$ cat src/rtl/overload_guard.sv
// rtl/overload_guard.sv - emergency-stage controller downstream of the weight-limit counter
//
// Purpose:
//   Reacts to an overload level from the weight counter.
//   Stops the car and holds the doors open while sounding the alarm.
//   After the operator acknowledges, it clears the counter with a one-cycle pulse.
//   It then keeps the car out of service for a fixed grace period.
//
// Parameters:
//   GRACE_CYCLES  cycles spent in GRACE after the counter is cleared (1..65535)
//   BLINK_HALF    alarm on/off half-period in cycles (1..65535), blink build only
//
// Optional build macro:
//   OVERLOAD_GUARD_ALARM_BLINK_EN  alarm blinks in STOPPING/ALARM instead of a steady 1
//
// Ports:
//   clk                    system clock, rising edge
//   reset                  synchronous active-high reset
//   weight_limit_exceeded  overload level from the weight counter
//   elevator_moving        car-in-motion level from the motion controller
//   alarm_ack              operator acknowledge (any pulse width)
//   reset_weight_flip      one-cycle clear pulse to the weight counter
//   block_motion           stop at next floor / do not start
//   hold_doors             doors forced/held open
//   alarm                  buzzer/lamp drive
//   overload_active        state is not IDLE
//   overload_events        saturating count of overload entries

module overload_guard #(
    parameter int GRACE_CYCLES = 50,
    parameter int BLINK_HALF   = 25
) (
    input  logic       clk,
    input  logic       reset,
    input  logic       weight_limit_exceeded,
    input  logic       elevator_moving,
    input  logic       alarm_ack,
    output logic       reset_weight_flip,
    output logic       block_motion,
    output logic       hold_doors,
    output logic       alarm,
    output logic       overload_active,
    output logic [3:0] overload_events
);

    localparam int TW = $clog2(GRACE_CYCLES) + 1;

    // Elaboration-time guard against out-of-range configuration.
    if (GRACE_CYCLES < 1 || GRACE_CYCLES > 65535) begin : g_bad_grace
        $error("overload_guard: GRACE_CYCLES out of range");
    end
    if (BLINK_HALF < 1 || BLINK_HALF > 65535) begin : g_bad_blink
        $error("overload_guard: BLINK_HALF out of range");
    end

    typedef enum logic [2:0] {
        S_IDLE,
        S_STOPPING,
        S_ALARM,
        S_CLEARING,
        S_GRACE
    } state_t;

    state_t        state;
    state_t        state_next;
    logic [TW-1:0] timer;
    logic [TW-1:0] timer_next;
    logic          count_en;
    logic          alarm_zone;

    // ------------------------------------------------------------------
    // State, timer and event counter registers
    // ------------------------------------------------------------------
    always_ff @(posedge clk) begin
        if (reset) begin
            state           <= S_IDLE;
            timer           <= '0;
            overload_events <= '0;
        end else begin
            state <= state_next;
            timer <= timer_next;
            if (count_en && overload_events != 4'hF) begin
                overload_events <= overload_events + 4'd1;
            end
        end
    end

    // ------------------------------------------------------------------
    // Next-state logic
    // ------------------------------------------------------------------
    always_comb begin
        state_next = state;
        timer_next = timer;
        count_en   = 1'b0;
        case (state)
            S_IDLE: begin
                if (weight_limit_exceeded) begin
                    count_en   = 1'b1;
                    state_next = elevator_moving ? S_STOPPING : S_ALARM;
                end
            end
            S_STOPPING: begin
                if (!elevator_moving) begin
                    state_next = S_ALARM;
                end
            end
            S_ALARM: begin
                if (alarm_ack) begin
                    if (weight_limit_exceeded) begin
                        state_next = S_CLEARING;
                    end else begin
                        state_next = S_GRACE;
                        timer_next = TW'(GRACE_CYCLES - 1);
                    end
                end
            end
            S_CLEARING: begin
                state_next = S_GRACE;
                timer_next = TW'(GRACE_CYCLES - 1);
            end
            S_GRACE: begin
                // A fresh overload outranks the timer expiring on the same cycle.
                if (weight_limit_exceeded) begin
                    state_next = S_ALARM;
                end else if (timer == '0) begin
                    state_next = S_IDLE;
                end else begin
                    timer_next = timer - 1'b1;
                end
            end
            default: begin
                state_next = S_IDLE;
            end
        endcase
    end

    assign alarm_zone = (state == S_STOPPING) || (state == S_ALARM);

`ifdef OVERLOAD_GUARD_ALARM_BLINK_EN
    localparam int BW = $clog2(BLINK_HALF) + 1;

    logic [BW-1:0] blink_cnt;
    logic          blink_on;
    logic          zone_entry;

    // STOPPING -> ALARM and GRACE -> ALARM both count as fresh entries,
    // so the pattern always restarts with a full "on" half-period.
    assign zone_entry = ((state_next == S_STOPPING) || (state_next == S_ALARM))
                        && (state_next != state);

    always_ff @(posedge clk) begin
        if (reset) begin
            blink_cnt <= '0;
            blink_on  <= 1'b0;
        end else if (zone_entry) begin
            blink_cnt <= '0;
            blink_on  <= 1'b1;
        end else if (alarm_zone) begin
            if (blink_cnt == BW'(BLINK_HALF - 1)) begin
                blink_cnt <= '0;
                blink_on  <= ~blink_on;
            end else begin
                blink_cnt <= blink_cnt + 1'b1;
            end
        end
    end

    assign alarm = alarm_zone && blink_on;
`else
    assign alarm = alarm_zone;
`endif

    // ------------------------------------------------------------------
    // Moore outputs decoded from the registered state
    // ------------------------------------------------------------------
    always_comb begin
        reset_weight_flip = 1'b0;
        block_motion      = 1'b0;
        hold_doors        = 1'b0;
        case (state)
            S_STOPPING: begin
                block_motion = 1'b1;
            end
            S_ALARM: begin
                block_motion = 1'b1;
                hold_doors   = 1'b1;
            end
            S_CLEARING: begin
                reset_weight_flip = 1'b1;
                block_motion      = 1'b1;
                hold_doors        = 1'b1;
            end
            S_GRACE: begin
                block_motion = 1'b1;
                hold_doors   = 1'b1;
            end
            default: begin
            end
        endcase
    end

    assign overload_active = (state != S_IDLE);

endmodule

$ cat config.mk
export PLATFORM = sky130hd
export DESIGN_NAME = overload_guard
export DESIGN_NICKNAME = d
export VERILOG_FILES = /design/src/rtl/overload_guard.sv
export SDC_FILE = /design/constraint.sdc
export NUM_CORES = 1
export LEC_CHECK = 0
export ABC_AREA = 1
export CAP_MARGIN = 15
export CORE_UTILIZATION = 45
export CTS_BUF_LIST = sky130_fd_sc_hd__clkbuf_8
export CTS_CLUSTER_SIZE = 20
export DETAILED_ROUTE_END_ITERATION = 7
export GPL_TIMING_DRIVEN = 0
export PLACE_DENSITY = 0.66
export SKIP_CTS_REPAIR_TIMING = 1
export SLEW_MARGIN = 20
export SYNTH_ARGS = -nofsm -noshare
export SYNTH_HDL_FRONTEND = slang
export SYNTH_SLANG_ARGS = --single-unit
$ cat constraint.sdc
create_clock -name clk -period 2.5 [get_ports clk]
set_input_delay 0.375 -clock clk [delete_from_list [all_inputs] [get_ports clk]]
set_output_delay 0.375 -clock clk [all_outputs]
set_load 0.1 [all_outputs]
# Word level (Yosys, flattened, before mapping)
# Cells that the tools add are included.
# totals
reg_bits	14
latch_bits	0
mem_bits_rw	0
rom_bits	0
mem_count	0
# classes
addsub	2
mul	0
div	0
magnitude_cmp	0
n_eq_ne	12
n_shift	0
mux	18
n_bitwise	0
n_reduce_logical	10
# op_table
op	n
$mux W7	4
$pmux W7 S3	1
$mux W3	6
$pmux W3 S5	1
$ne A2 B2 Y1 const B	6
$logic_not A7 Y1	1
$sub A7 B1 Y7 const B	1
$eq A3 B2 Y1 const B	2
$reduce_bool A3 Y1	2
$mux W1	5
$reduce_and A5 Y1	1
$add A4 B1 Y4 const B	1
$ne A4 B4 Y1 const B	1
$reduce_and A4 Y1	1
$reduce_or A4 Y1	1
$eq A3 B1 Y1 const B	1
$eq A3 B3 Y1 const B	1
$logic_not A3 Y1	1
$ne A3 B3 Y1 const B	1
$reduce_or A3 Y1	1
$mux W2	1
$logic_and A1 B1 Y1	1
$logic_or A1 B1 Y1	1

# Longest topological paths before layout
# logic_depth
depth_word	4
mapped_depth	10

# Least setup slack after synthesis
# Ideal clock, no wire load.
# synth_path
path_type	register -> output
startpoint	register state[0]
endpoint	output reset_weight_flip
arrival_ns	2.539
required_time_ns	2.125
setup_slack_ns	-0.414
stages_incl_launch_ff	3
path_buffers	0
cell_sequence	dfxtp_1 inv_1 nor3_1
# synth_between
elab_chain_len	2
# synth_rtl
item	line_no	rtl
start: declaration	64	state_t state;
start signal: assignment	80	state <= state_next;
$eq A3 B2 Y1	180	case (state)
$mux W1	180	
end: declaration	38	output logic reset_weight_flip,
# Every way passes these cells.

# Worst setup path in the final report
# layout_path
startpoint	register state[0]
endpoint	output block_motion
# layout_between
elab_chain_len	3
elab_cells_between_ends	6
cone_classes	eq/ne (4); mux (1); reduce/logical (1)
# layout_rtl
item	line_no	rtl
$eq A3 B1 Y1 (tied with other cells)	180	
$reduce_or A4 Y1 (no source line) *	-	
$mux W1 *	180	
end: declaration	39	output logic block_motion,
# Every way passes the cells marked *; elsewhere a longest branch is shown, timed or not.

==> summary.md <==
| Metric | Value |
|---|---|
| Worst slew pin tran | `971 ps` |
| Syn_nets | `151` |
| Mapped Cells | `143` |
| GRT Total Usage | `0.208` |
| GPL Wtd Cong | `0.904` |
| Routed WL | `~1900 um` |
| Count leader, synth | `nand2_1` |
| Final ANT Viol Nets | `0` |
| Port bufs | `13` |
| Number of detailed-route iterations in the first pass | `4` |
| DR iter-0 viols | `25` |
| CP Depth | `4` |
| Origin of the critical flop-to-flop path | `state[0]` |
| Starting Density | `0.491` |
| Worst setup EP type | `primary output` |
| Slowest-stage cell, CP | `dlymetal6s2s_1` |
| Core area | `1780 um^2` |
| Crit-path leading delay family | `buffers and inverters` |
| GRT overflow | `0` |
| Pin count of the biggest net entering global routing | `11` |
| EDFF count, synth | `0` |
| Max-cap violations | `0` |
| Worst slack, placed | `168 ps` |
| RSZ-0062 raised after global routing | `no` |
| Clock sinks | `14` |
| Crit share post-route | `0.882` |
| Worst-case clock buffer depth | `2` |
| Die ar. | `2120 um^2` |
| Layout cells sized above 1 | `0.0688` |
| WHS Path Cells | `2` |
| Synthesis-to-finish area growth | `26.8%` |
| Synth async-reset ratio | `0` |
| Crit path launch | `state[0]` |
| HP Start | `overload_events[1]` |
| Sequential area share after synthesis | `0.320` |
| Worst endpoint required time | `2120 ps` |
| Kind of critical path | `flip-flop to primary output` |
| Final HPWL DP | `1390 um` |
| Root Driver | `clkbuf_8` |
| Synth area leaders | `dfxtp_1 (32%), nand2_1 (15%), nor2_1 (13%)` |
| Max Freq | `0.454 GHz` |
| TritonCTS Buffers | `3` |
| CTS HTree Levels | `1` |
| CTS clk-pin slew, worst paths | `60 ps` |
| Slew headroom | `0.351` |
| Antenna cells | `0` |
| Post-synth top area share | `0.320` |
| Cell Area, Placed | `about 1000 um^2` |
| Count of final hold-check violations | `0` |
| Initial antenna violation count | `0` |
| Die Wd | `46.1 um` |
| Largest area contributor in the netlist | `dfxtp_1` |
| Slew Limit Fails | `0` |
| First-pass GRT wire length | `about 3100 um` |
| Yosys warnings | `0` |
| Final Critical Period | `2200 ps` |
| WP buf/inv | `1` |
| Number of global-route vias before repair | `732` |
| Rows | `15` |
| Final Setup Violations | `0` |
| Top_reg_cell synth | `dfxtp_1` |
| CP max FO | `9` |
| Drt drc | `0` |
| Critical Path AT | `between 1500 and 2000 ps` |
| Clock latency on the worst-skew pair | `250 ps` |
| Worst reg-to-reg path cell count | `9` |
| Unique cell type count in the Yosys netlist | `18` |
| CTS tree | `done` |
| Via/cell ratio | `between 4 and 5` |
| Avg Synthesized Cell Area | `6.12 um^2` |
| CP max stage delay | `770 ps` |
| Nets | `169` |
| CP cell instances | `nor2_2 -> nand2_2 -> o211ai_1 -> dlymetal6s2s_1` |
| Status | `completed` |
| Final core utilization | `0.622` |
| Final setup margin | `295 ps` |
| Cell Area, Synth | `875 um^2` |
| Hold WC Path Type | `flip-flop to flip-flop` |
| Startpoint types | `flip-flop` |
| Vias | `912` |
| Die height | `46.1 um` |
| FF+latch count, synth | `14` |
| Reg2reg setup slack | `1060 ps` |
| Final Cell Area | `1110 um^2` |
| Ports | `14` |
| Top cells by count, synth | `nand2_1 (35), nor2_1 (30), inv_1 (17)` |
| Clock Skew | `2.56 ps` |
| WL/cell | `10.3 um` |
[final timing paths]
kind | endpoint
worst max register to register | timer[0]
worst min-delay path | overload_events[1]
worst max-delay path | block_motion
worst min register to register | overload_events[1]
[final cells by class]
class / instances / area (um^2)
Fill cell: 178 / 674
Timing Repair Buffer: 13 / 143
Tap cell: 25 / 31.3
Buffer: 1 / 11.3
Multi-Input combinational cell: 110 / 520
Inverter: 18 / 67.6
Sequential cell: 14 / 280
Clock buffer: 4 / 55.1
[per-stage QoR]
step / TNS [ps] / hold WS (ps) / instances
after floorplan: 0 / 444 / 143
after global placement: 0 / 497 / 181
after detailed placement: 0 / 505 / 181
after CTS: -170 / 520 / 185
after global routing: 0 / 546 / 185
final: 0 / 519 / 185
[flip-flops by register name, indices dropped and copies added (netlist names)]
name	cells
overload_events	4
timer	7
state	3
[cells by family after synthesis]
group           after synthesis  share of synthesized area
simple gates                 90                      0.439
compound gates               16                     0.0973
flops                        14                      0.320
buf+inv                      19                     0.0901
fa+ha+maj                     3                     0.0429
xor+xnor                      1                     0.0100
[worst register-to-register path, cell delays in order (launching register included)]
cell and delay (ps):
dfxtp_1 350, nor2_2 180, nand2_2 160, inv_1 170
nand2_1 100, nand3_2 100, buf_6 140, nand2_1 60
nand2_1 50, nor2_1 50
[layout by cell type (no fill, tap or decap)]
cell | Yosys | layout
o21ai_0 | 6 | 6
xnor2_1 | 1 | 1
nand3_2 | 1 | 1
clkdlybuf4s50_1 | 0 | 8
nor2_2 | 1 | 1
nor2_1 | 30 | 30
clkbuf_8 | 0 | 4
a21oi_1 | 8 | 8
o211ai_1 | 2 | 2
inv_1 | 17 | 17
nand2_2 | 3 | 3
clkinv_1 | 1 | 1
dlymetal6s2s_1 | 0 | 5
dfxtp_1 | 14 | 14
nor3_1 | 4 | 3
ha_1 | 3 | 3
nand2_1 | 35 | 35
buf_6 | 1 | 1
nand3_1 | 12 | 12
and3_1 | 2 | 2
nand4_1 | 2 | 2
nor3_2 | 0 | 1
[per-layer routing]
| metal | share of wire | track usage | vias up |
|---|---|---|---|
| met2 | 0.41 | 0.296 | 16 |
| met1 | 0.53 | 0.304 | 402 |
| met4 | 0.021 | 0.0882 | 0 |
| li1 | - | - | 490 |
| met3 | 0.037 | 0.0353 | 4 |
| met5 | 0 | 0 | - |
Power is left out: the tool's default activity adds up to more than one toggle a clock period on the data nets, which glitch-free logic cannot reach.
==> RTL change: new RTL, same flow settings <==
The option `OVERLOAD_GUARD_ALARM_BLINK_EN` is turned on by a define.
--- a/src/rtl/overload_guard.sv
+++ b/src/rtl/overload_guard.sv
@@ -25,6 +25,8 @@
 //   alarm                  buzzer/lamp drive
 //   overload_active        state is not IDLE
 //   overload_events        saturating count of overload entries
+
+`define OVERLOAD_GUARD_ALARM_BLINK_EN
 
 module overload_guard #(
     parameter int GRACE_CYCLES = 50,
Function: same outputs for any inputs over 10 cycles, from zero or initial values and one cycle with reset high; that may be too few to reach the edited logic, so the function may still have changed.
==> RTL change against the original RTL <==
Cell area up 35%; global-route usage down 2.8 points; routed wire length up 41%; sequential cell count up 7; die area up 44%; setup slack worse by 200 ps; fmax down 8.2%; area after synthesis up 46%; cell count up 26%; via count up 33%; largest cell class unchanged.
==> RTL change: results <==
group,metric,value,unit
status,outcome,"finished, final reports clean",
synth,synthesis.instances,187,
placement,finalWeightedCongestion,0.814,
synth,synth_commonest_cells,"sky130_fd_sc_hd__nand2_1, sky130_fd_sc_hd__nand3_1, sky130_fd_sc_hd__dfxtp_1, sky130_fd_sc_hd__inv_1, sky130_fd_sc_hd__nor2_1",
cts,insertion_delay,260,ps
cells_and_area,antenna_cells,0,
global_routing,antenna_found_initial,0,
routing,first_iter_violations,45,
cts,clk_path_buf_depth,2,
synth,async_reset_ff_share,0,%
synth,synthDistinctLibCells,23,
routing,routed_wl,2690,microns
cells_and_area,reg.largest.list,"timer (7), blink_cnt (6), overload_events (4)",
power_and_ir_drop,power.leakage,0.000715,uW
placement,dpl.cell_count,230,
cells_and_area,layout-drive-gt1-share,10.3,%
routing,vias,1210,
hold_path,holdCritPathClass,"reg2reg",
placement,place.port_buffers,13,
sta,worst_pin_slew,971,ps
routing,post_drt_wl_per_cell,11.5,microns
global_routing,track_usage,18.0,%
synth,muxShareOfSynthArea,0,%
synth,number_of_synthesized_flops_with_an_enable_pin,0,
synth,ys_top_cells_by_area,"sky130_fd_sc_hd__dfxtp_1, sky130_fd_sc_hd__nand2_1, sky130_fd_sc_hd__nand3_1, sky130_fd_sc_hd__inv_1, sky130_fd_sc_hd__nor2_1",
cts,cts-htree-levels,1,
cells_and_area,fillers,260,
global_routing,first_global_vias,1064,
routing,dr.pass1.iters,5,
global_routing,grt_first_pass_wirelength,4490,microns
synth,post_synthesis_compound_gate_area_fraction,8.83,%
synth,post_synthesis_share_of_cell_area_spent_on_full_adders_half_adders_and_majority_gates,4.91,%
sta,clock_skew,1.06,ps
synth,synth-xor-area-share,2.75,%
synth,ys_seq_area_share,33.0,%
cts,cts_root_buf,"sky130_fd_sc_hd__clkbuf_8",
worst_setup_path,timing.critical_path.fanout_max,5,
placement,pre_cts_slack,119,ps
cts,worst_setup_hold_path_clk_slew,70,ps
power_and_ir_drop,vdd_drop_max,0.485,mV
synth,syn_nets,197,
global_routing,grt_max_degree,12,
cts,cts_made_buffers,3,
worst_setup_path,worst_ep_arrival_time,2030,ps
cells_and_area,layout.nets,215,
placement,dp.final_hpwl,2070,microns
synth,synth-warning-count,0,
RTL change: kinds of logic after synthesis:
logic type	count (synthesis)
AOI/OAI and AO/OA	22
xor gates and xnor gates	4
adders and majority gates	5
buffers and inverters	27
DFF	21
and+or+nand+nor	108
RTL change: path summary, 6_finish.rpt:
check,to,startpoint,slack (ps),cells past startpoint
setup / recovery,overload_active,state[0]$_SDFF_PP0_,100,3
hold / removal,timer[0]$_SDFFE_PP0P_,timer[0]$_SDFFE_PP0P_,490,2
setup reg to reg,timer[5]$_SDFFE_PP0P_,timer[0]$_SDFFE_PP0P_,1060,10
hold reg to reg,timer[0]$_SDFFE_PP0P_,timer[0]$_SDFFE_PP0P_,490,2
RTL change: final cells by class:
type	count	area, sq um	area share, %
Multi-Input combinational cell	139	736	49.1
Sequential cell	21	420	28.1
Timing Repair Buffer	13	140	9.36
Inverter	24	92.6	6.18
Clock buffer	3	41.3	2.76
Tap cell	30	37.5	2.51
Buffer	3	26.3	1.75
Clock inverter	1	3.75	0.251
RTL change: routing by layer:
layer	track usage, %	part of all wire (%)
met1	22.4	44
met2	31.5	50
met5	0	0
met4	6.79	1.4
met3	2.11	5.1
RTL change: through the flow:
stage | util (%) | cell area (sq um)
floorplan | - | 1270
global placement | 56.2 | 1440
detailed placement | 56.2 | 1440
CTS | 57.9 | 1490
global route | 58.3 | 1500
finish | 58.3 | 1500
RTL change: report_power, final:
part | leakage [uW] | internal, uW | switching, uW
logic | 0.000517 | 124 | 326
clock network | 0.0000269 | 109 | 108
registers | 0.000171 | 360 | 24.7
RTL change: critical path: stages (launching register included):
cell and delay [ps]:
sky130_fd_sc_hd__dfxtp_1 460, sky130_fd_sc_hd__nor2_4 90, sky130_fd_sc_hd__nand2_1 80, sky130_fd_sc_hd__clkdlybuf4s50_1 1130
